--- config.mk ---
export PLATFORM = sky130hd
export DESIGN_NAME = raster_scan3
export DESIGN_NICKNAME = d
export VERILOG_FILES = /design/src/rtl/raster_pkg.sv /design/src/rtl/axis_timer3.sv /design/src/rtl/raster_scan3.sv
export SDC_FILE = /design/constraint.sdc
export NUM_CORES = 1
export LEC_CHECK = 0
export CAP_MARGIN = 25
export CORE_AREA = 5 5 74 76
export CTS_CLUSTER_DIAMETER = 100
export DETAILED_ROUTE_END_ITERATION = 10
export DIE_AREA = 0 0 79 81
export GPL_ROUTABILITY_DRIVEN = 1
export PLACE_DENSITY = 0.69
export REMOVE_ABC_BUFFERS = 1
export SLEW_MARGIN = 20
export SYNTH_ARGS = -nofsm -noshare
export SYNTH_HDL_FRONTEND = slang
export SYNTH_SLANG_ARGS = --single-unit
--- constraint.sdc ---
create_clock -name clk -period 2.2 [get_ports clk]
set_input_delay 0.44 -clock clk [delete_from_list [all_inputs] [get_ports clk]]
set_output_delay 0.44 -clock clk [all_outputs]
set_load 0.01 [all_outputs]
--- src/rtl/raster_pkg.sv ---
// Shared types and helpers for the raster timing generator.
// The phase order is fixed so that the next phase is always the current phase + 1.
package raster_pkg;

  typedef enum logic [1:0] {
    PHASE_ACTIVE,
    PHASE_FP,
    PHASE_SYNC,
    PHASE_BP
  } phase_t;

  // Last counter index that belongs to the given phase.
  function automatic int unsigned phase_end(input int unsigned active,
                                            input int unsigned fp,
                                            input int unsigned sync,
                                            input int unsigned bp,
                                            input phase_t      phase);
    int unsigned r_end;
    case (phase)
      PHASE_ACTIVE: r_end = active - 1;
      PHASE_FP:     r_end = active + fp - 1;
      PHASE_SYNC:   r_end = active + fp + sync - 1;
      default:      r_end = active + fp + sync + bp - 1;
    endcase
    return r_end;
  endfunction

endpackage

--- src/rtl/axis_timer3.sv ---
// One raster axis: a wrapping counter plus its four-phase sequencer.
// Used for both the horizontal (pixel) and vertical (line) axes.
module axis_timer3
  import raster_pkg::*;
#(
  parameter int unsigned ACTIVE = 640,
  parameter int unsigned FP     = 16,
  parameter int unsigned SYNC   = 96,
  parameter int unsigned BP     = 48,
  localparam int unsigned TOTAL = ACTIVE + FP + SYNC + BP,
  localparam int unsigned CW    = $clog2(TOTAL)
) (
  input  logic          clk,
  input  logic          reset_n,
  input  logic          step,
  output logic [CW-1:0] count,
  output phase_t        phase,
  output logic          wrap
);

  logic [CW-1:0] r_count;
  phase_t        r_phase;
  logic          w_last;
  logic          w_phase_last;

  assign w_last       = (r_count == CW'(TOTAL - 1));
  assign w_phase_last = (r_count == CW'(phase_end(ACTIVE, FP, SYNC, BP, r_phase)));

  // The BP -> ACTIVE step coincides with the counter wrap, so +1 covers all cases.
  always_ff @(posedge clk or negedge reset_n) begin
    if (!reset_n) begin
      r_count <= '0;
      r_phase <= PHASE_ACTIVE;
    end else if (step) begin
      r_count <= w_last ? '0 : r_count + 1'b1;
      if (w_phase_last) begin
        r_phase <= phase_t'(r_phase + 2'd1);
      end
    end
  end

  assign count = r_count;
  assign phase = r_phase;
  assign wrap  = step && w_last;

endmodule

--- src/rtl/raster_scan3.sv ---
// Parametrised raster timing generator: h/v axis timers, sync polarity, registered
// vsync aligned to hsync leading edges, line/frame pulses and a frame counter.
module raster_scan3
  import raster_pkg::*;
#(
  parameter int unsigned H_ACTIVE   = 640,
  parameter int unsigned H_FP       = 16,
  parameter int unsigned H_SYNC     = 96,
  parameter int unsigned H_BP       = 48,
  parameter int unsigned V_ACTIVE   = 480,
  parameter int unsigned V_FP       = 10,
  parameter int unsigned V_SYNC     = 2,
  parameter int unsigned V_BP       = 33,
  parameter int unsigned LINE_LEAD  = 128,
  parameter int unsigned Y_SAT_BITS = 9,
  parameter int unsigned FRAME_BITS = 8,
  parameter bit          HSYNC_POL  = 1'b0,
  parameter bit          VSYNC_POL  = 1'b0,
  localparam int unsigned H_TOTAL   = H_ACTIVE + H_FP + H_SYNC + H_BP,
  localparam int unsigned V_TOTAL   = V_ACTIVE + V_FP + V_SYNC + V_BP,
  localparam int unsigned XW        = $clog2(H_TOTAL),
  localparam int unsigned YW        = $clog2(V_TOTAL)
) (
  input  logic                  clk,
  input  logic                  reset_n,
  input  logic                  enable,
  output logic [XW-1:0]         x,
  output logic [YW-1:0]         y,
  output logic [Y_SAT_BITS-1:0] y_sat,
  output logic                  saturated,
  output logic                  h_active,
  output logic                  v_active,
  output logic                  active,
  output logic                  hsync,
  output logic                  vsync,
  output logic                  line_prefetch,
  output logic                  new_line,
  output logic                  new_frame,
  output logic                  h_active_done,
  output logic [FRAME_BITS-1:0] frame
);

  if (H_ACTIVE < 1 || H_FP < 1 || H_SYNC < 1 || H_BP < 1 ||
      V_ACTIVE < 1 || V_FP < 1 || V_SYNC < 1 || V_BP < 1 || LINE_LEAD < 1) begin : g_err_timing
    $error("raster_scan3: every timing parameter must be at least 1");
  end
  if (LINE_LEAD >= H_TOTAL) begin : g_err_lead
    $error("raster_scan3: LINE_LEAD must be below H_TOTAL");
  end
  if (Y_SAT_BITS > YW) begin : g_err_ysat
    $error("raster_scan3: Y_SAT_BITS must not exceed the y width");
  end

  logic [XW-1:0]         w_x;
  logic [YW-1:0]         w_y;
  phase_t                w_h_phase;
  phase_t                w_v_phase;
  logic                  w_h_wrap;
  logic                  w_v_wrap;
  logic                  w_hsync_enter;
  logic                  w_saturated;
  logic                  r_vsync;
  logic [FRAME_BITS-1:0] r_frame;

  axis_timer3 #(
    .ACTIVE(H_ACTIVE),
    .FP    (H_FP),
    .SYNC  (H_SYNC),
    .BP    (H_BP)
  ) u_h_timer (
    .clk    (clk),
    .reset_n(reset_n),
    .step   (enable),
    .count  (w_x),
    .phase  (w_h_phase),
    .wrap   (w_h_wrap)
  );

  axis_timer3 #(
    .ACTIVE(V_ACTIVE),
    .FP    (V_FP),
    .SYNC  (V_SYNC),
    .BP    (V_BP)
  ) u_v_timer (
    .clk    (clk),
    .reset_n(reset_n),
    .step   (w_h_wrap),
    .count  (w_y),
    .phase  (w_v_phase),
    .wrap   (w_v_wrap)
  );

  // Tick on which the h phase moves FP -> SYNC; vsync is sampled only here.
  assign w_hsync_enter = enable && (w_x == XW'(H_ACTIVE + H_FP - 1));

  always_ff @(posedge clk or negedge reset_n) begin
    if (!reset_n) begin
      r_vsync <= ~VSYNC_POL;
      r_frame <= '0;
    end else begin
      if (w_hsync_enter) begin
        r_vsync <= (w_v_phase == PHASE_SYNC) ? VSYNC_POL : ~VSYNC_POL;
      end
      if (w_v_wrap) begin
        r_frame <= r_frame + 1'b1;
      end
    end
  end

  if (Y_SAT_BITS < YW) begin : g_sat
    assign w_saturated = |w_y[YW-1:Y_SAT_BITS];
  end else begin : g_no_sat
    assign w_saturated = 1'b0;
  end

  assign x             = w_x;
  assign y             = w_y;
  assign saturated     = w_saturated;
  assign y_sat         = w_saturated ? '0 : w_y[Y_SAT_BITS-1:0];
  assign h_active      = (w_h_phase == PHASE_ACTIVE);
  assign v_active      = (w_v_phase == PHASE_ACTIVE);
  assign active        = h_active && v_active;
  assign hsync         = (w_h_phase == PHASE_SYNC) ? HSYNC_POL : ~HSYNC_POL;
  assign vsync         = r_vsync;
  assign new_line      = w_h_wrap;
  assign new_frame     = w_v_wrap;
  assign line_prefetch = enable && (w_x == XW'(H_TOTAL - 1 - LINE_LEAD));
  assign h_active_done = enable && (w_x == XW'(H_ACTIVE - 1));
  assign frame         = r_frame;

endmodule

==> results_dict.tcl, run 1 <==
set metrics [dict create \
    synth-simple-area-share_pct 27.07 \
    slowest_delay_ns 0.58 \
    netlist_area_sq_mm 0.001978 \
    fillers 422 \
    clock-sinks 33 \
    yosysTopAreaCell "dfrtp_1" \
    synth-adder-area-share_pct 6.325 \
    hold_viol_final 0 \
    outcome "finished, violations left" \
    crit_buf_inv 1 \
    worstSkewPairLatency_ns 0.29 \
    relSlewSlack_pct 71.64 \
    routed_wl_um 4923 \
    grt_max_degree 34 \
    drc 0 \
    synth_compound_area_share_pct 8.223 \
    power_mw 1.491 \
    period_needed_ns 2.205 \
    numPortBuffers 49 \
    crit_slowest_cell "or4b_4" \
    coreArea_sq_mm 0.004661 \
    vias 1779 \
    critPathCaptureType "flop" \
    fin_ws_ns -0.004765 \
    synth_seq_cells 33 \
    antenna_left 0 \
    synthXorXnorAreaFrac_pct 8.855 \
    maxCapViolCount 0 \
    grt_usage_pct 16.17 \
    holdWs_ns 0.4682 \
    viasPerCell 5.232 \
    yosysMostFrequentCell "dfrtp_1" \
    fin_nets 298 \
    synthArstFlopShare_pct 100.0 \
    rsz0062_at_grt "yes" \
    synth_top_family_by_area "simple AND/OR/NAND/NOR gates" \
    fmax_mhz 453.6 \
    die_y_um 81 \
    cts_root_buf "clkbuf_8" \
    start_kind "flop" \
    postLayoutCoreUtil_pct 62.20 \
    die_width_um 79 \
    first_pass_iters 4 \
    worst_pin_slew_ns 0.4254 \
    p_per_area_mw_per_mm2 514.3 \
    dieArea_sq_mm 0.006399 \
    drive_above_1_share_pct 23.43 \
    violations "setup timing" \
    crit_chain "or4b_4, buf_6, or4b_4, nor2_4, mux2_4" \
    fin_skew_ns 0.005992 \
    min_path_type "reg2reg" \
    cp.required_ns 2.37 \
    dr_wl_met3_um 279 \
    first_iter_violations 61 \
    areaGrowthSynthToFinish_pct 46.55 \
    grt_pass1_vias 1718 \
    synth_flop_cell "dfrtp_1" \
    cp_common_cell "or4b_4" \
    top_layer "met4" \
    synthTopCellsByCount "dfrtp_1, inv_1, nand3_1, nor2_1" \
    globalRouteOverflowTotal 0 \
    crit_arrival_ns 2.38 \
    rows 25 \
    synth_edf_count 0 \
    avgSynthCellArea_sq_um 9.793 \
    ctsLongestPathBuffers 2 \
    htree_levels 2 \
    syn_inst 202 \
    ioPinCount 50 \
    antenna_found_initial 0 \
    clkTransAtPathRegs_ns 0.07 \
    diodes 0 \
    avgRoutedWirePerCell_um 14.48 \
    met2_length_um 2211 \
    muxShareOfSynthArea_pct 2.783 \
    finalSetupViolCount 1 \
    synth_top_cell_area_share_pct 40.48 \
    cts_tree "built" \
    cts-hold-fix-buffers 0 \
    synth_seq_area_share_pct 41.81 \
    p_leak_nw 1.332 \
    grt_pass1_wl_um 8204 \
    yosys_warnings 0 \
    cp_max_fo 4 \
    synth.distinct_cells 47 \
    critical_path_class "reg2reg" \
    slew_viol_final 0 \
    cts_buffers 5 \
    hpwl_um 3669 \
    gp_congestion 0.8192 \
    drt-met1-wl_um 2314 \
    initial_core_util_pct 42.44 \
    fin_crit_sh_pct 100.2 \
    crit_family "simple AND/OR/NAND/NOR gates" \
    ir_worst_vdd_mv 0.4279 \
    netlist_top_cells_area "dfrtp_1, ha_1, xnor2_1" \
]
## flip-flops by register name (all words and copies together), names as in the netlist
| register | cells |
|---|---|
| frame | 8 |
| u_h_timer.count | 10 |
| u_h_timer.phase | 2 |
| u_v_timer.count | 10 |
| u_v_timer.phase | 2 |
| vsync | 1 |
## final timing paths
check	start	end	slack, ns	cells after the start
setup / recovery	u_v_timer.count[8]	frame[1]	-0.005	5
hold / removal	frame[7]	frame[7]	0.47	1
setup reg to reg	u_v_timer.count[8]	frame[1]	-0.005	5
max in group asynchronous	reset_n	vsync	1.30	2
hold reg to reg	frame[7]	frame[7]	0.47	1
min in group asynchronous	reset_n	u_v_timer.count[2]	0.56	2
## layer usage
metal  up-vias  GRT usage [%]
li1        881              -
met3        12          4.878
met5         -              0
met2        54          25.93
met1       832          20.78
met4         0          5.670
## cells in the final DEF, fill, tap and decap left out, types with 2 or more instances in the layout
master	n
a21o_1	2
a21oi_1	2
and2_1	6
and3_1	7
and3b_1	2
and4_1	2
buf_2	2
buf_4	33
buf_6	2
clkbuf_8	5
clkdlybuf4s50_1	44
clkinv_2	2
dfrtp_1	32
ha_1	8
inv_1	13
inv_2	2
mux2_2	3
nand2_1	7
nand3_1	13
nand4_1	9
nor2_1	13
nor2b_1	7
nor3_1	2
nor3_2	2
nor3b_1	2
nor4_2	2
nor4_4	2
o21ai_0	9
or4_1	2
or4b_4	2
xnor2_1	10
xor2_1	10
## area by class of cell
type	instances	area [sq um]	area share, %
clock buffers	5	68.82	2.374
clock inverters	3	17.52	0.6042
inverters	15	56.30	1.942
multi-input cells	146	1114	38.41
flip-flops and latches	33	827.0	28.53
well taps	54	67.56	2.331
repair buffers	84	748.2	25.81
## repair_timing
| item | 4_1_cts | 5_1_grt |
|---|---|---|
| buffers inserted | 0 | 0 |
| setup endpoints to repair | 5 | 11 |
| endpoints found under the hold margin | 0 | 0 |
| gates resized for setup | 15 | 15 |
| pin swaps | 2 | 3 |
## stage by stage
stage	cell area (sq um)	setup WS, ns	setup TNS [ns]	std cells
after CTS	2859	-0.1026	-0.1377	340
after detailed placement	2758	-0.3634	-1.304	332
after global placement	2758	-0.3154	-1.243	332
final	2899	-0.004765	-0.004765	340
after floorplan	1937	-0.2360	-0.4130	194
after global routing	2899	-0.04374	-0.04777	340
## kinds of logic (layout without fill, tap and decap cells)
group,after synthesis,after routing
multiplexers,5,5
XOR/XNOR,20,20
AND/OR/NAND/NOR,87,87
adder cells (fa/ha/maj),10,10
AO/OA/AOI/OAI,24,24
flip-flops,33,33
buffers and inverters,23,107
## power breakdown
group          switching [mW]  leakage [nW]  internal (mW)  total, mW
Combinational           0.159         0.877          0.194      0.353
Sequential             0.0438         0.412          0.650      0.694
Clock                   0.226        0.0439          0.218      0.444
(Power assumes the default switching activity.)
==> run 2, diff against run 1 <==
--- a/config.mk
+++ b/config.mk
@@ -6,14 +6,15 @@
 export NUM_CORES = 1
 export LEC_CHECK = 0
 export CAP_MARGIN = 25
-export CORE_AREA = 5 5 74 76
+export CORE_AREA = 5 5 70 72
 export CTS_CLUSTER_DIAMETER = 100
 export DETAILED_ROUTE_END_ITERATION = 10
-export DIE_AREA = 0 0 79 81
+export DIE_AREA = 0 0 75 77
 export GPL_ROUTABILITY_DRIVEN = 1
-export PLACE_DENSITY = 0.69
+export PLACE_DENSITY = 0.74
 export REMOVE_ABC_BUFFERS = 1
 export SLEW_MARGIN = 20
 export SYNTH_ARGS = -nofsm -noshare
 export SYNTH_HDL_FRONTEND = slang
 export SYNTH_SLANG_ARGS = --single-unit
+export TNS_END_PERCENT = 20
==> constraint.sdc (replaced) <==
create_clock -name clk -period 2.45 [get_ports clk]
set_input_delay 0.49 -clock clk [delete_from_list [all_inputs] [get_ports clk]]
set_output_delay 0.49 -clock clk [all_outputs]
set_load 0.01 [all_outputs]
==> results_dict.tcl, run 2 (synthesis results as in run 1) <==
set metrics [dict create \
    postLayoutCoreUtil_pct 64.98 \
    fin_skew_ns 0.008829 \
    switching_share_pct 28.25 \
    initial_core_util_pct 46.72 \
    avgRoutedWirePerCell_um 14.24 \
    coreArea_sq_mm 0.004234 \
    fmax_mhz 429.4 \
    relSlewSlack_pct 72.14 \
    antenna_left 0 \
    drive_above_1_share_pct 16.85 \
    p_switching_mw 0.3638 \
    min_path_type "reg2reg" \
    ctsLongestPathBuffers 2 \
    fin_crit_sh_pct 95.07 \
    crit_arrival_ns 1.84 \
    clkTransAtPathRegs_ns 0.07 \
    final_common_cell "clkdlybuf4s50_1" \
    holdWs_ns 0.4622 \
    die_y_um 77 \
    die_width_um 75 \
    p_leak_nw 1.263 \
    postCtsSetupBuffers 0 \
    htree_levels 2 \
    grt_max_degree 34 \
    worstSkewPairLatency_ns 0.28 \
    antenna_found_initial 0 \
    gp_congestion 0.8006 \
    p_clk_share_pct 30.5 \
    start_kind "primary input" \
    p_per_area_mw_per_mm2 468.1 \
    clock-sinks 33 \
    fin_tns_setup_ns 0 \
    diodes 0 \
    p_int_mw 0.9241 \
    grt_usage_pct 17.59 \
    first_pass_iters 4 \
    cts_root_buf "clkbuf_8" \
    first_iter_violations 147 \
    hold_viol_final 0 \
    maxCapViolCount 0 \
    grt_pass1_vias 1799 \
    r2r_slack_ns 0.28 \
    critical_path_class "in2out" \
    rsz0062_at_grt "no" \
    comb_power_share_pct 20.2 \
    cts-hold-fix-buffers 0 \
    drc 0 \
    cts_buffers 5 \
    critPathCaptureType "primary output" \
    viasPerCell 5.403 \
    mostFrequentLayoutCells "clkdlybuf4s50_1, dfrtp_1, buf_4" \
    hpwl_um 3482 \
    routed_wl_um 4629 \
    period_needed_ns 2.329 \
    dieArea_sq_mm 0.005775 \
    cp_max_fo 3 \
    cts_tree "built" \
    slew_viol_final 0 \
    numPortBuffers 49 \
    worst_pin_slew_ns 0.4179 \
    finalSetupViolCount 0 \
    pwr-share-seq_pct 49.3 \
    fin_nets 285 \
    grt_pass1_wl_um 8093 \
    outcome "completed" \
    cp.required_ns 1.96 \
    areaGrowthSynthToFinish_pct 39.09 \
    globalRouteOverflowTotal 0 \
    rows 24 \
    ir_worst_vdd_mv 0.4823 \
    vias 1756 \
    ioPinCount 50 \
]
## run 2: changes by cell type in the layout (fill, tap and decap cells not counted), moves of 2 or more
| cell | change |
|---|---|
| buf_4 | -10 |
| nor4_1 | +2 |
| buf_2 | -2 |
| buf_6 | -2 |
| dlygate4sd2_1 | +3 |
| nor4_2 | -2 |
## run 2: final timing paths
| kind | start | to | depth (start not counted) |
|---|---|---|---|
| worst max-delay path | enable | h_active_done | 5 |
| worst max register to register | u_v_timer.count[8] | frame[1] | 4 |
| worst min register to register | frame[7] | frame[7] | 1 |
| min in group asynchronous | reset_n | u_v_timer.count[2] | 2 |
| max in group asynchronous | reset_n | vsync | 2 |
| worst min-delay path | frame[7] | frame[7] | 1 |
## run 2: cell type report
class,count,area [sq um]
Tap cell,52,65.06
Clock inverter,2,10.01
Fill cell,361,1483
Clock buffer,6,72.57
Multi-Input combinational cell,146,1071
Inverter,15,56.30
Sequential cell,33,827.0
Timing Repair Buffer,71,649.4
## run 2: per-stage QoR
stage / setup WS [ns] / total power [mW] / std cells / area (sq um)
floorplan: -0.03603 / 0.7448 / 194 / 1937
global placement: -0.1525 / 0.9026 / 317 / 2658
detailed placement: -0.1480 / 0.9039 / 317 / 2658
CTS: 0.04369 / 1.302 / 325 / 2751
global route: 0.004035 / 1.359 / 325 / 2751
finish: 0.1209 / 1.288 / 325 / 2751
## run 2: what timing repair did
action                     in CTS  in global routing
pin swaps                       0                  1
resized for setup               8                  1
gates cloned                    0                  0
setup endpoints to repair       4                  1
## run 2: power by group through the flow
| stage | logic [mW] | clock network [mW] | registers [mW] |
|---|---|---|---|
| 2_1_floorplan | 0.0775 | 0 | 0.667 |
| 3_3_place_gp | 0.259 | 0 | 0.644 |
| 3_5_place_dp | 0.261 | 0 | 0.643 |
| 4_1_cts | 0.264 | 0.404 | 0.634 |
| 5_1_grt | 0.287 | 0.428 | 0.643 |
| 6_report | 0.261 | 0.393 | 0.634 |
## run 2: routing by layer
| layer | vias to the layer above | routed length (um) | part of all wire, % | track usage [%] |
|---|---|---|---|---|
| met2 | 57 | 2331 | 50 | 29.53 |
| met1 | 845 | 2036 | 44 | 22.19 |
| met3 | 0 | 261 | 5.6 | 4.967 |
| met5 | - | 0 | 0 | 0 |
| li1 | 854 | - | - | - |
| met4 | 0 | 0 | 0 | 3.559 |
## run 2: worst max-delay path, stage by stage
cell	delay, ns
clkdlybuf4s50_1	0.50
and4_1	0.22
nand2_1	0.08
nor4bb_1	0.25
dlygate4sd2_1	0.30
==> RTL edit 1 (config.mk and constraints of run 2) <==
Register the output `new_frame`, with the module's reset; this adds one clock of latency there. The other outputs are not delayed to match.
--- a/src/rtl/raster_scan3.sv
+++ b/src/rtl/raster_scan3.sv
@@ -123,7 +123,13 @@
   assign hsync         = (w_h_phase == PHASE_SYNC) ? HSYNC_POL : ~HSYNC_POL;
   assign vsync         = r_vsync;
   assign new_line      = w_h_wrap;
-  assign new_frame     = w_v_wrap;
+  always_ff @(posedge clk or negedge reset_n) begin
+    if (!reset_n) begin
+      new_frame <= '0;
+    end else begin
+      new_frame <= w_v_wrap;
+    end
+  end
   assign line_prefetch = enable && (w_x == XW'(H_TOTAL - 1 - LINE_LEAD));
   assign h_active_done = enable && (w_x == XW'(H_ACTIVE - 1));
   assign frame         = r_frame;
Behaviour: same outputs for any inputs over 10 cycles, from zero or initial values and one cycle with reset_n low; that may be too few to reach the edited logic, so the function may still have changed.
==> RTL edit 1 against run 2 <==
Worst hold slack improved by 0.00073 ns. Final area shrank 0.73%. Area after synthesis up 1.3%. Routed wire length grew 2.0%. Combinational power up 3%. Total power is 5.3% higher. Sequential cell count is 1 higher. Worst setup slack better by 0.059 ns. Global-route usage rose by 0.24 points. Critical path type unchanged. Critical endpoint unchanged. Largest power group unchanged.
==> RTL edit 1: results (changes against run 2) <==
* Logic pwr share at 19.8% (was 20.2%)
* Post-synthesis sequential area ratio at 42.5% (was 41.8%)
* Max rail drop VDD at 0.000439 V (was 0.000482 V)
* Synth Instances at 203 (was 202)
* Status: completed (unchanged)
* Clock skew at 0.00464 ns (was 0.00883 ns)
* Met2 GRT Util at 28.7% (was 29.5%)
* Startpoint types: input port (unchanged)
* Gr usage total at 17.8% (was 17.6%)
* Mux cell area share after synthesis at 2.75% (was 2.78%)
* Gpl congestion at 0.813 (was 0.801)
* Clock root buffer: clkbuf_8 (unchanged)
* Critical path arrival at 1.78 ns (was 1.84 ns)
* GRT met3 Usage at 4.31% (was 4.97%)
* Highest metal used: met4 (was met3)
* Max stage delay on crit path at 0.47 ns (was 0.50 ns)
* Met3 wire length at 363 um (was 261 um)
* Top cells by area, synth: dfrtp_1 41%, ha_1 6.2%, xnor2_1 4.4% (was dfrtp_1 40%, ha_1 6.3%, xnor2_1 4.4%)
* Post-DP Area at 2630 um^2 (was 2660 um^2)
* Via count at 1738 (was 1756)
* First-pass GRT wire length at 8110 um (was 8090 um)
* Leak pwr at 0.00127 uW (was 0.00126 uW)
* Post-synth top cells: 33 x dfrtp_1, 15 x inv_1, 13 x nand3_1, 13 x nor2_1 (was 32 x dfrtp_1, 15 x inv_1, 13 x nand3_1, 13 x nor2_1)
* Sequential power at 649 uW (was 634 uW)
* Routed len/inst at 14.8 um (was 14.2 um)
* Core Util, Final at 64.5% (was 65.0%)
* Final #Nets at 280 (was 285)
* DR iter-0 viols at 110 (was 147)
* H-tree levels at 2 (unchanged)
* Worst-Margin Slew at 0.441 ns (was 0.418 ns)
* Fraction of layout cells with a size suffix above 1 at 13.4% (was 16.8%)
* DRT met1 WL at 2080 um (was 2040 um)
* Adder-cell share of the synthesized area at 6.25% (was 6.33%)
* DR vias/cell at 5.43 (was 5.40)
* Top cell type's share of synthesized area at 41.2% (was 40.5%)
* Comb. pwr at 268 uW (was 261 uW)
* Critical path peak fanout at 2 (was 3)
* Synth Area in Compound Gates at 8.12% (was 8.22%)
* Post-Place Cells at 311 (was 317)
* Worst slack, placed at -0.129 ns (was -0.148 ns)
* Synth Area in XOR/XNOR at 8.74% (was 8.86%)
[RTL edit 1: cell count changes after synthesis, sizes merged]
| cell | run 2 | this run |
|---|---|---|
| dfrtp | 32 | 33 |
[RTL edit 1: final timing paths]
path / cells after the start / endpoint / slack (ns)
max: 5 / h_active_done / 0.18
min: 1 / frame[7] / 0.46
max reg2reg: 4 / frame[1] / 0.22
min reg2reg: 1 / frame[7] / 0.46
max in group asynchronous: 2 / vsync / 1.51
min in group asynchronous: 2 / u_v_timer.count[9] / 0.60
[RTL edit 1: repair_timing]
item / in CTS / in global routing
buffers inserted: 0 / 1
endpoints found under the setup margin: 2 / 1
resized for setup: 2 / 2
cloned: 0 / 0
[RTL edit 1: cell type report]
class | instances | share of cell area (%)
flip-flops and latches | 34 | 31.2
clock buffers | 7 | 3.16
well taps | 52 | 2.38
repair buffers | 65 | 22.4
clock inverters | 1 | 0.183
inverters | 15 | 2.06
multi-input cells | 146 | 38.7
==> RTL edit 2 (flow settings as in run 2) <==
Without the edit above. Change the parameter `FRAME_BITS` from 8 to 10.
--- a/src/rtl/raster_scan3.sv
+++ b/src/rtl/raster_scan3.sv
@@ -13,7 +13,7 @@
   parameter int unsigned V_BP       = 33,
   parameter int unsigned LINE_LEAD  = 128,
   parameter int unsigned Y_SAT_BITS = 9,
-  parameter int unsigned FRAME_BITS = 8,
+  parameter int unsigned FRAME_BITS = 10,
   parameter bit          HSYNC_POL  = 1'b0,
   parameter bit          VSYNC_POL  = 1'b0,
   localparam int unsigned H_TOTAL   = H_ACTIVE + H_FP + H_SYNC + H_BP,
Ports: changed (resized frame); port bits go from 50 to 52. No check against the original RTL was run, so the function may have changed too.
==> RTL edit 2 against run 2 <==
Clock skew is 0.0018 ns higher. Sequential cell count is 2 higher. Worst setup slack worse by 0.015 ns. Sequential power is 5.5% higher. Total power is 18% higher. Non-clock buffer count is 5 higher. Largest power group unchanged. Area after synthesis is 1.7% lower. Utilization is 1.4 points higher. Final area is 2.1% higher. Routed wire length is 4.1% lower. Cell count is 0.62% higher. Count of clock-buffer cells in the layout stayed put. Critical path depth is 1 higher.
==> RTL edit 2: results (changes against run 2) <==
* Vias in the first global route at 1641 (was 1799)
* Post-synth top cells: 34 x dfrtp_1, 20 x nor2_1, 17 x nand2_1 (was 32 x dfrtp_1, 15 x inv_1, 13 x nand3_1, 13 x nor2_1)
* Leak pwr at 0.00130 uW (was 0.00126 uW)
* M1 GR Usage at 22.4% (was 22.2%)
* Status: completed (unchanged)
* GRT met3 Usage at 4.58% (was 4.97%)
* Largest net degree at the start of global routing at 36 (was 34)
* Gpl congestion at 0.818 (was 0.801)
* Hold Crit Start: frame[9] (was frame[7])
* Pwr Density at 539 nW/um^2 (was 468 nW/um^2)
* Max stage delay on crit path at 0.47 ns (was 0.50 ns)
* R2R Setup Slk at 0.15 ns (was 0.28 ns)
* Gr usage total at 16.7% (was 17.6%)
* #MultiIn Comb at 144 (was 146)
* Crit Reg-Reg Startpoint: u_v_timer.count[6] (was u_v_timer.count[8])
* Post-DP Area at 2650 um^2 (was 2660 um^2)
* Max rail drop VDD at 0.000351 V (was 0.000482 V)
* Worst-Margin Slew at 0.449 ns (was 0.418 ns)
* Top cells by area, synth: dfrtp_1 44%, xnor2_1 6.8%, ha_1 6.4% (was dfrtp_1 40%, ha_1 6.3%, xnor2_1 4.4%)
* Worst slack, placed at -0.196 ns (was -0.148 ns)
* Hold slack at 0.467 ns (was 0.462 ns)
* Synth Instances at 198 (was 202)
* Hold EP: frame[9] (was frame[7])
* DP Wirelength at 3300 um (was 3480 um)
* Via count at 1674 (was 1756)
* Post-CTS sizing at 7 (was 8)
* Inverters excl. clock at 12 (was 15)
* WL final at 4440 um (was 4630 um)
* Routed len/inst at 13.6 um (was 14.2 um)
* Fill count at 366 (was 361)
* DR iter-0 viols at 127 (was 147)
* Clock skew at 0.0106 ns (was 0.00883 ns)
* Port Buf Inserts at 51 (was 49)
* Non-clk bufs at 76 (was 71)
* Worst-case reg-to-reg path depth at 5 (was 4)
* Buffering overhead at 24.7% (was 23.6%)
==> RTL edit 2: cell count changes after synthesis, moves of 3 or more <==
cell      delta
and2_1       -4
mux2_2       -3
nand2_1     +10
and3_1       -4
nor2_1       +7
inv_1        -4
clkbuf_1     -3
xnor2_1      +5
nand2b_1     +3
o21ai_0      -4
nand3_1      -4
==> RTL edit 2: per-layer routing <==
layer / part of all wire [%] / up-vias
li1: - / 829
met3: 5.4 / 2
met4: 0.32 / 0
met2: 48 / 52
met1: 47 / 791
met5: 0 / -
==> RTL edit 2: cell families after synthesis <==
| logic type | share of synthesized area [%] |
|---|---|
| muxes | 2.77 |
| adders and majority gates | 6.44 |
| xor gates and xnor gates | 11.7 |
| DFF | 45.1 |
| and+or+nand+nor | 25.0 |
| buffers and inverters | 4.31 |
| AOI/OAI and AO/OA | 4.70 |
==> RTL edit 2: report_power, final <==
part	total, uW	switching, uW	internal [uW]	leakage (uW)
registers	669	49.0	620	0.000448
clock network	538	209	329	0.0000612
logic	307	139	169	0.000790
